## config.mk

```make
export PLATFORM = sky130hd
export DESIGN_NAME = quant_arbiter
export DESIGN_NICKNAME = d
export VERILOG_FILES = /design/src/rtl/quant_arbiter.sv
export SDC_FILE = /design/constraint.sdc
export NUM_CORES = 1
export LEC_CHECK = 0
export ABC_CLOCK_PERIOD_IN_PS = 2500
export BUFFER_PORTS_ARGS = -buffer_cell sky130_fd_sc_hd__buf_4
export CORE_ASPECT_RATIO = 1.75
export CORE_UTILIZATION = 42
export DETAILED_ROUTE_END_ITERATION = 6
export PLACE_DENSITY = 0.86
export SETUP_SLACK_MARGIN = 0.02
export SYNTH_ARGS = -nofsm -noshare
export SYNTH_HDL_FRONTEND = slang
export SYNTH_HIERARCHICAL = 1
export SYNTH_SLANG_ARGS = --single-unit
```

## constraint.sdc

```tcl
create_clock -name clk -period 2.5 [get_ports clk]
set_clock_uncertainty 0.2 [all_clocks]
set_input_delay 0.5 -clock clk [delete_from_list [all_inputs] [get_ports clk]]
set_output_delay 0.5 -clock clk [all_outputs]
set_load 0.01 [all_outputs]
```

## src/rtl/quant_arbiter.sv

```systemverilog
// quant_arbiter: round-robin burst arbiter sharing one Q18.16 -> Q8.8 quantizer.
// Optional saturating overflow-beat counter enabled by defining QUANT_OVF_CNT_EN.

module Quantization #(
    parameter int IN_INT_W  = 18,
    parameter int IN_DEC_W  = 16,
    parameter int OUT_INT_W = 8,
    parameter int OUT_DEC_W = 8
) (
    input  logic [IN_INT_W+IN_DEC_W-1:0]   i_data,
    output logic [OUT_INT_W+OUT_DEC_W-1:0] o_data
);
    localparam int IN_W = IN_INT_W + IN_DEC_W;

    // Keep the low integer bits and the high fraction bits.
    assign o_data = {i_data[IN_DEC_W +: OUT_INT_W],
                     i_data[IN_DEC_W-1 -: OUT_DEC_W]};

    logic w_unused;
    assign w_unused = ^{i_data[IN_W-1:IN_DEC_W+OUT_INT_W],
                        i_data[IN_DEC_W-OUT_DEC_W-1:0]};
endmodule

module quant_arbiter #(
    parameter int NUM_REQ   = 4,
    parameter int BURST_LEN = 8,
    parameter int IN_INT_W  = 18,
    parameter int IN_DEC_W  = 16,
    parameter int OUT_INT_W = 8,
    parameter int OUT_DEC_W = 8,
    localparam int IN_W  = IN_INT_W + IN_DEC_W,
    localparam int OUT_W = OUT_INT_W + OUT_DEC_W,
    localparam int ID_W  = (NUM_REQ > 1) ? $clog2(NUM_REQ) : 1
) (
    input  logic                    clk,
    input  logic                    rst_n,
    input  logic [NUM_REQ-1:0]      req_valid,
    input  logic [NUM_REQ*IN_W-1:0] req_data,
    input  logic [NUM_REQ-1:0]      req_last,
    output logic [NUM_REQ-1:0]      req_ready,
    output logic                    out_valid,
    output logic [OUT_W-1:0]        out_data,
    output logic [ID_W-1:0]         out_id,
    output logic                    out_last,
    input  logic                    out_ready
`ifdef QUANT_OVF_CNT_EN
    ,
    output logic [15:0]             ovf_count
`endif
);
    typedef enum logic {IDLE, BURST} state_t;

    state_t           r_state;
    logic [ID_W-1:0]  r_grant;
    logic [ID_W-1:0]  r_rr_ptr;
    logic [7:0]       r_beat_cnt;
    logic             r_out_valid;
    logic [OUT_W-1:0] r_out_data;
    logic [ID_W-1:0]  r_out_id;
    logic             r_out_last;

    logic [IN_W-1:0]  w_data_arr [NUM_REQ];
    logic [IN_W-1:0]  w_gdata;
    logic [OUT_W-1:0] w_qdata;
    logic             w_gvalid;
    logic             w_glast;
    logic             w_ready;
    logic             w_accept;
    logic             w_end;
    logic             w_found;
    logic [ID_W-1:0]  w_pick;
    logic [ID_W-1:0]  w_idx;
    logic [ID_W-1:0]  w_next_ptr;

    always_comb begin
        for (int i = 0; i < NUM_REQ; i++) begin
            w_data_arr[i] = req_data[i*IN_W +: IN_W];
        end
    end

    assign w_gdata  = w_data_arr[r_grant];
    assign w_gvalid = req_valid[r_grant];
    assign w_glast  = req_last[r_grant];
    assign w_ready  = (r_state == BURST) & (out_ready | ~r_out_valid);
    assign w_accept = w_ready & w_gvalid;

    // Burst closes on last, on the beat budget, or when the grantee goes idle.
    assign w_end = (w_accept & (w_glast | (r_beat_cnt == 8'(BURST_LEN-1))))
                 | (w_ready & ~w_gvalid);

    assign w_next_ptr = (r_grant == ID_W'(NUM_REQ-1)) ? '0 : r_grant + 1'b1;

    always_comb begin
        req_ready = '0;
        if (w_ready) begin
            req_ready[r_grant] = 1'b1;
        end
    end

    always_comb begin
        w_found = 1'b0;
        w_pick  = '0;
        w_idx   = '0;
        for (int i = 0; i < NUM_REQ; i++) begin
            w_idx = ID_W'((int'(r_rr_ptr) + i) % NUM_REQ);
            if (!w_found && req_valid[w_idx]) begin
                w_found = 1'b1;
                w_pick  = w_idx;
            end
        end
    end

    Quantization #(
        .IN_INT_W (IN_INT_W),
        .IN_DEC_W (IN_DEC_W),
        .OUT_INT_W(OUT_INT_W),
        .OUT_DEC_W(OUT_DEC_W)
    ) u_quant (
        .i_data(w_gdata),
        .o_data(w_qdata)
    );

    always_ff @(posedge clk or negedge rst_n) begin
        if (!rst_n) begin
            r_state     <= IDLE;
            r_grant     <= '0;
            r_rr_ptr    <= '0;
            r_beat_cnt  <= '0;
            r_out_valid <= 1'b0;
            r_out_data  <= '0;
            r_out_id    <= '0;
            r_out_last  <= 1'b0;
        end else begin
            if (w_accept) begin
                r_out_valid <= 1'b1;
                r_out_data  <= w_qdata;
                r_out_id    <= r_grant;
                r_out_last  <= w_glast;
            end else if (out_ready) begin
                r_out_valid <= 1'b0;
            end
            unique case (r_state)
                IDLE: begin
                    if (w_found) begin
                        r_grant    <= w_pick;
                        r_beat_cnt <= '0;
                        r_state    <= BURST;
                    end
                end
                BURST: begin
                    if (w_accept) begin
                        r_beat_cnt <= r_beat_cnt + 8'd1;
                    end
                    if (w_end) begin
                        r_rr_ptr <= w_next_ptr;
                        r_state  <= IDLE;
                    end
                end
            endcase
        end
    end

    assign out_valid = r_out_valid;
    assign out_data  = r_out_data;
    assign out_id    = r_out_id;
    assign out_last  = r_out_last;

`ifdef QUANT_OVF_CNT_EN
    logic        w_ovf;
    logic [15:0] r_ovf_count;

    assign w_ovf = |w_gdata[IN_W-1:IN_DEC_W+OUT_INT_W];

    always_ff @(posedge clk or negedge rst_n) begin
        if (!rst_n) begin
            r_ovf_count <= '0;
        end else if (w_accept && w_ovf && (r_ovf_count != 16'hFFFF)) begin
            r_ovf_count <= r_ovf_count + 16'd1;
        end
    end

    assign ovf_count = r_ovf_count;
`endif
endmodule

```

Word level (Yosys, flattened, before mapping)
Cells that the tools add are included.
{"block": "totals", "regBits": 33, "output_inout_bits": 24, "elab_cells": 81}
{"block": "classes", "add_sub_neg": 5, "order_cmp": 7, "n_eq_ne": 4, "mux": 35, "bitwise_logic": 11, "reduce_logical": 11}
{"operator": "34-bit binary-select mux with 2-bit select", "count": 1}
{"operator": "24-bit 2-to-1 mux", "count": 2}
{"operator": "8-bit 2-to-1 mux", "count": 2}
{"operator": "8-bit one-hot mux with 2 select lines", "count": 1}
{"operator": "2-bit by 3-bit < comparator with 1-bit output, second input constant", "count": 5}
{"operator": "1-bit 2-to-1 mux", "count": 15}
{"operator": "1-bit binary-select mux with 2-bit select", "count": 6}
{"operator": "2-bit 2-to-1 mux", "count": 5}
{"operator": "8-bit by 1-bit adder with 8-bit output, second input constant", "count": 1}
{"operator": "8-bit by 3-bit equality test with 1-bit output, second input constant", "count": 1}
{"operator": "2-bit AND reduction", "count": 3}
{"operator": "2-bit by 1-bit adder with 2-bit output, second input constant", "count": 2}
{"operator": "2-bit adder, second input constant", "count": 2}
{"operator": "1-bit bitwise AND", "count": 4}
{"operator": "1-bit logical AND", "count": 4}
{"operator": "4-bit 2-to-1 mux", "count": 1}
{"operator": "3-bit >= comparator, second input constant", "count": 1}
{"operator": "1-bit logical NOT", "count": 3}
{"operator": "1-bit NOT", "count": 3}
{"operator": "2-bit NOT with 3-bit output", "count": 1}
{"operator": "1-bit OR", "count": 3}
{"operator": "1-bit demux with 2-bit select", "count": 1}
{"operator": "2-bit equality test, second input constant", "count": 1}
{"operator": "2-bit by 1-bit >= comparator with 1-bit output, second input constant", "count": 1}
{"operator": "other kinds (4)", "count": 4}

Logic depth before layout (Yosys ltp)
{"block": "logic_depth", "depth_word": 14, "ltp_mapped": 7, "ltp_nobuf": 5}

Modules after synthesis
Netlist, hierarchy kept.
{"module": "quant_arbiter", "n_inst": 1, "cells_per_inst": 205, "area_each_um2": 2357.3, "seq_area_each_um2": 825.8}
{"module": "Quantization", "n_inst": 1, "cells_per_inst": 16, "area_each_um2": 120.1, "seq_area_each_um2": 0.0}

Worst setup path after synthesis
Ideal clock, no wire load.
{"block": "synth_timing", "kind": "reg-to-output", "startpoint": "reg r_grant[0]", "endpoint": "out req_ready[0]", "arrival_ns": 1.451, "required_ns": 1.800, "slack_ns": 0.349, "path_stages_with_launch": 6, "path_buffers": 2, "path_cell_list": "dfrtp_1 -> buf_2 -> buf_2 -> inv_1 -> ha_1 -> and3_1"}
{"block": "synth_via", "elab_chain_len": 5, "elab_cells_between_ends": 6, "classes_between": "order compare (2); mux (3); reduce/logical (1)"}
{"element": "from (decl)", "line": "54", "rtl": "logic [ID_W-1:0] r_grant;"}
{"element": "from (signal assigned)", "line": "145", "rtl": "r_grant <= w_pick;"}
{"element": "2-bit by 3-bit < comparator with 1-bit output (implied by the code) / 2-bit by 1-bit >= comparator with 1-bit output (equally long branches)", "line": "96", "rtl": "req_ready[r_grant] = 1'b1;"}
{"element": "1-bit logical AND (implied by the code)", "line": "96"}
{"element": "1-bit 2-to-1 mux (implied by the code)", "line": "96"}
{"element": "1-bit demux with 2-bit select (*)", "line": "96"}
{"element": "4-bit 2-to-1 mux (*)", "line": "95", "rtl": "if (w_ready) begin"}
{"element": "to (decl)", "line": "40", "rtl": "output logic [NUM_REQ-1:0] req_ready,"}
Every way passes the cells marked *; elsewhere a longest branch is shown, timed or not.

Worst setup path in the final report
{"block": "layout_timing", "startpoint": "reg r_grant[0]", "endpoint": "out req_ready[3]"}
The elaborated chain is that of the path after synthesis.

==> impl_metrics.py <==
metrics = {
    "status": {
        "status": "completed",
    },
    "floorplan": {
        "floorplan_die_area_sq_mm": 0.00523,
        "boundaryPins": 171,
        "placementRows": 33,
        "core_region_area_sq_mm": 0.00471,
        "die_h_um": 94.9,
        "start_util": 0.440,
        "dieWidth_um": 55.1,
    },
    "hold_path": {
        "hp_class": "flip-flop to flip-flop",
        "holdCritStartpoint": "out_data[14]",
    },
    "critical_path": {
        "arrival_ns": 1.57,
        "setup.worst_path.class": "flip-flop to output pin",
        "worstPathMaxFanout": 18,
        "worst_setup_path_start_kind": "flip-flop",
        "worst_setup_path_end_kind": "output pin",
        "setup.worst_path.start": "r_grant[0]",
        "r2r_start": "r_grant[0]",
        "register_to_register_setup_slack_ns": 0.31,
        "critPathRequiredTime_ns": 1.80,
    },
    "sta": {
        "final_hold_vios": 0,
        "maxSlewViolCount": 0,
        "min_period_ns": 2.27,
        "post-route-period-util": 0.907,
        "grt_setup_unrepaired": "false",
        "worstMarginPinSlew_ns": 0.418,
        "relSlewSlack": 0.721,
        "timing.setup.tns_ns": 0,
        "setup_slack_ns": 0.231,
        "setup_viol": 0,
        "max_clock_freq_mhz": 441,
    },
    "pwr": {
        "pwr_density_cell_mw_per_mm2": 1010,
        "leakagePower_nw": 1.42,
        "finalPower_mw": 2.84,
        "vdd_drop_max_uv": 631,
    },
    "cts": {
        "cts_num_sinks": 33,
        "clockRootBuffer": "clkbuf_8",
        "cts.htree.levels": 2,
        "clkLatencyLatePin_ns": 0.28,
        "clock_path_buffers": 2,
        "path_clk_slew_ns": 0.07,
        "tritoncts": "built",
        "cts_buf_count": 5,
    },
    "synth": {
        "ys_warn_count": 6,
        "netlist_area_sq_mm": 0.00207,
        "netlist_instances": 203,
        "synthesis.nets": 355,
        "syn_area_per_cell_sq_um": 10.2,
    },
    "placed_design": {
        "finalWeightedCongestion": 0.786,
        "place.detailed.hpwl_mm": 3.69,
        "placed_cell_area_sq_mm": 0.00272,
        "port_buffers": 98,
        "detailedPlace.worstSlack_ns": 0.309,
        "dpl.cell_count": 327,
    },
    "cells_and_area": {
        "layout-area-overhead-vs-synth_pct": 36.1,
        "drive_above_1_share": 0.458,
        "layoutNonFillerInstCount": 336,
        "num-nets-final": 435,
        "num_antenna_cells": 0,
        "fin_area_sq_mm": 0.00282,
        "num-fill-cells": 407,
        "layout.area.seq_sq_um": 826,
        "multi_input_comb_area_sq_mm": 0.00105,
    },
    "detailed_routing": {
        "viasPerCell": 5.37,
        "wl_mm": 4.67,
        "wl_per_cell_um": 13.9,
        "vias": 1803,
        "antenna_left": 0,
        "firstDrtPassIters": 4,
        "drc": 0,
        "dr.first_iter.drc_count": 34,
    },
    "grt": {
        "global_route.usage.total": 0.203,
        "pin_count_of_the_biggest_net_entering_global_routing": 34,
        "via_count_of_the_first_global_routing_pass": 1723,
        "gr-total-overflow": 0,
        "grt_first_pass_wirelength_mm": 7.59,
        "antenna_violations_before_repair": 0,
    },
    "job": {
        "max_cap_violations": 0,
    },
}
==> repair_timing <==
item	CTS	global route
endpoints found under the setup margin	0	1
gates resized for setup	0	1
buffers inserted	0	0
endpoints found under the hold margin	33	0
hold buffers	1	0
==> per-layer routing <==
layer,wire length [um],vias up,GRT usage,part of all wire
li1,-,854,-,-
met1,1720,863,0.228,0.37
met2,2600,81,0.355,0.56
met3,264,5,0.0370,0.057
met4,89,0,0.0875,0.019
met5,0,-,0,0
==> registers in the layout, indices dropped and copies added (netlist names) <==
name        count
out_valid       1
out_data       16
r_grant         2
r_beat_cnt      8
out_id          2
r_rr_ptr        2
r_state         1
out_last        1
==> worst paths after layout <==
path / to / cells after the start
worst min-delay path: out_data[14] / 2
worst min register to register: out_data[14] / 2
worst max register to register: r_beat_cnt[7] / 4
worst max-delay path: req_ready[3] / 4
max in group asynchronous: out_id[1] / 2
min in group asynchronous: out_data[14] / 2
==> per-stage QoR <==
stage | hold WS, ns | utilization
floorplan | 0.00441 | -
global route | 0.311 | 0.599
finish | 0.277 | 0.599
global placement | 0.262 | 0.578
detailed placement | 0.264 | 0.578
CTS | 0.280 | 0.598
==> critical path, cell delays in order (launching register included) <==
cell and delay, ns:
dfrtp_1 0.51, buf_6 0.30, ha_1 0.21, and3_1 0.15, buf_4 0.11
==> placed cells by master (no fill, tap or decap), drive strengths merged <==
master and n:
o21ai 5, a21o 1, o221ai 1, ha 5, and3 5, nand4 2
or4 5, nand3 5, mux2i 3, clkbuf 7, nand2b 2, mux2 2
nor4 1, clkinvlp 1, nand2 62, nor2 4, mux4 18, o211ai 2
inv 3, o21a 1, a21oi 6, o31ai 5, dlygate4sd3 1, buf 103
or2 1, dfrtp 33
==> power by group <==
group	leakage (nW)	total, mW	internal [mW]	switching, mW
clock	0.0385	0.387	0.197	0.190
sequential	0.417	0.923	0.752	0.171
combinational	0.964	1.53	0.790	0.741
total	1.42	2.84	1.74	1.10
==> area by class of cell <==
cell class | count | share of cell area
well taps | 52 | 0.0231
inverters | 3 | 0.00399
clock buffers | 7 | 0.0271
repair buffers | 104 | 0.279
clock inverters | 1 | 0.00266
multi-input cells | 136 | 0.371
flip-flops and latches | 33 | 0.293
(Power assumes the default switching activity.)
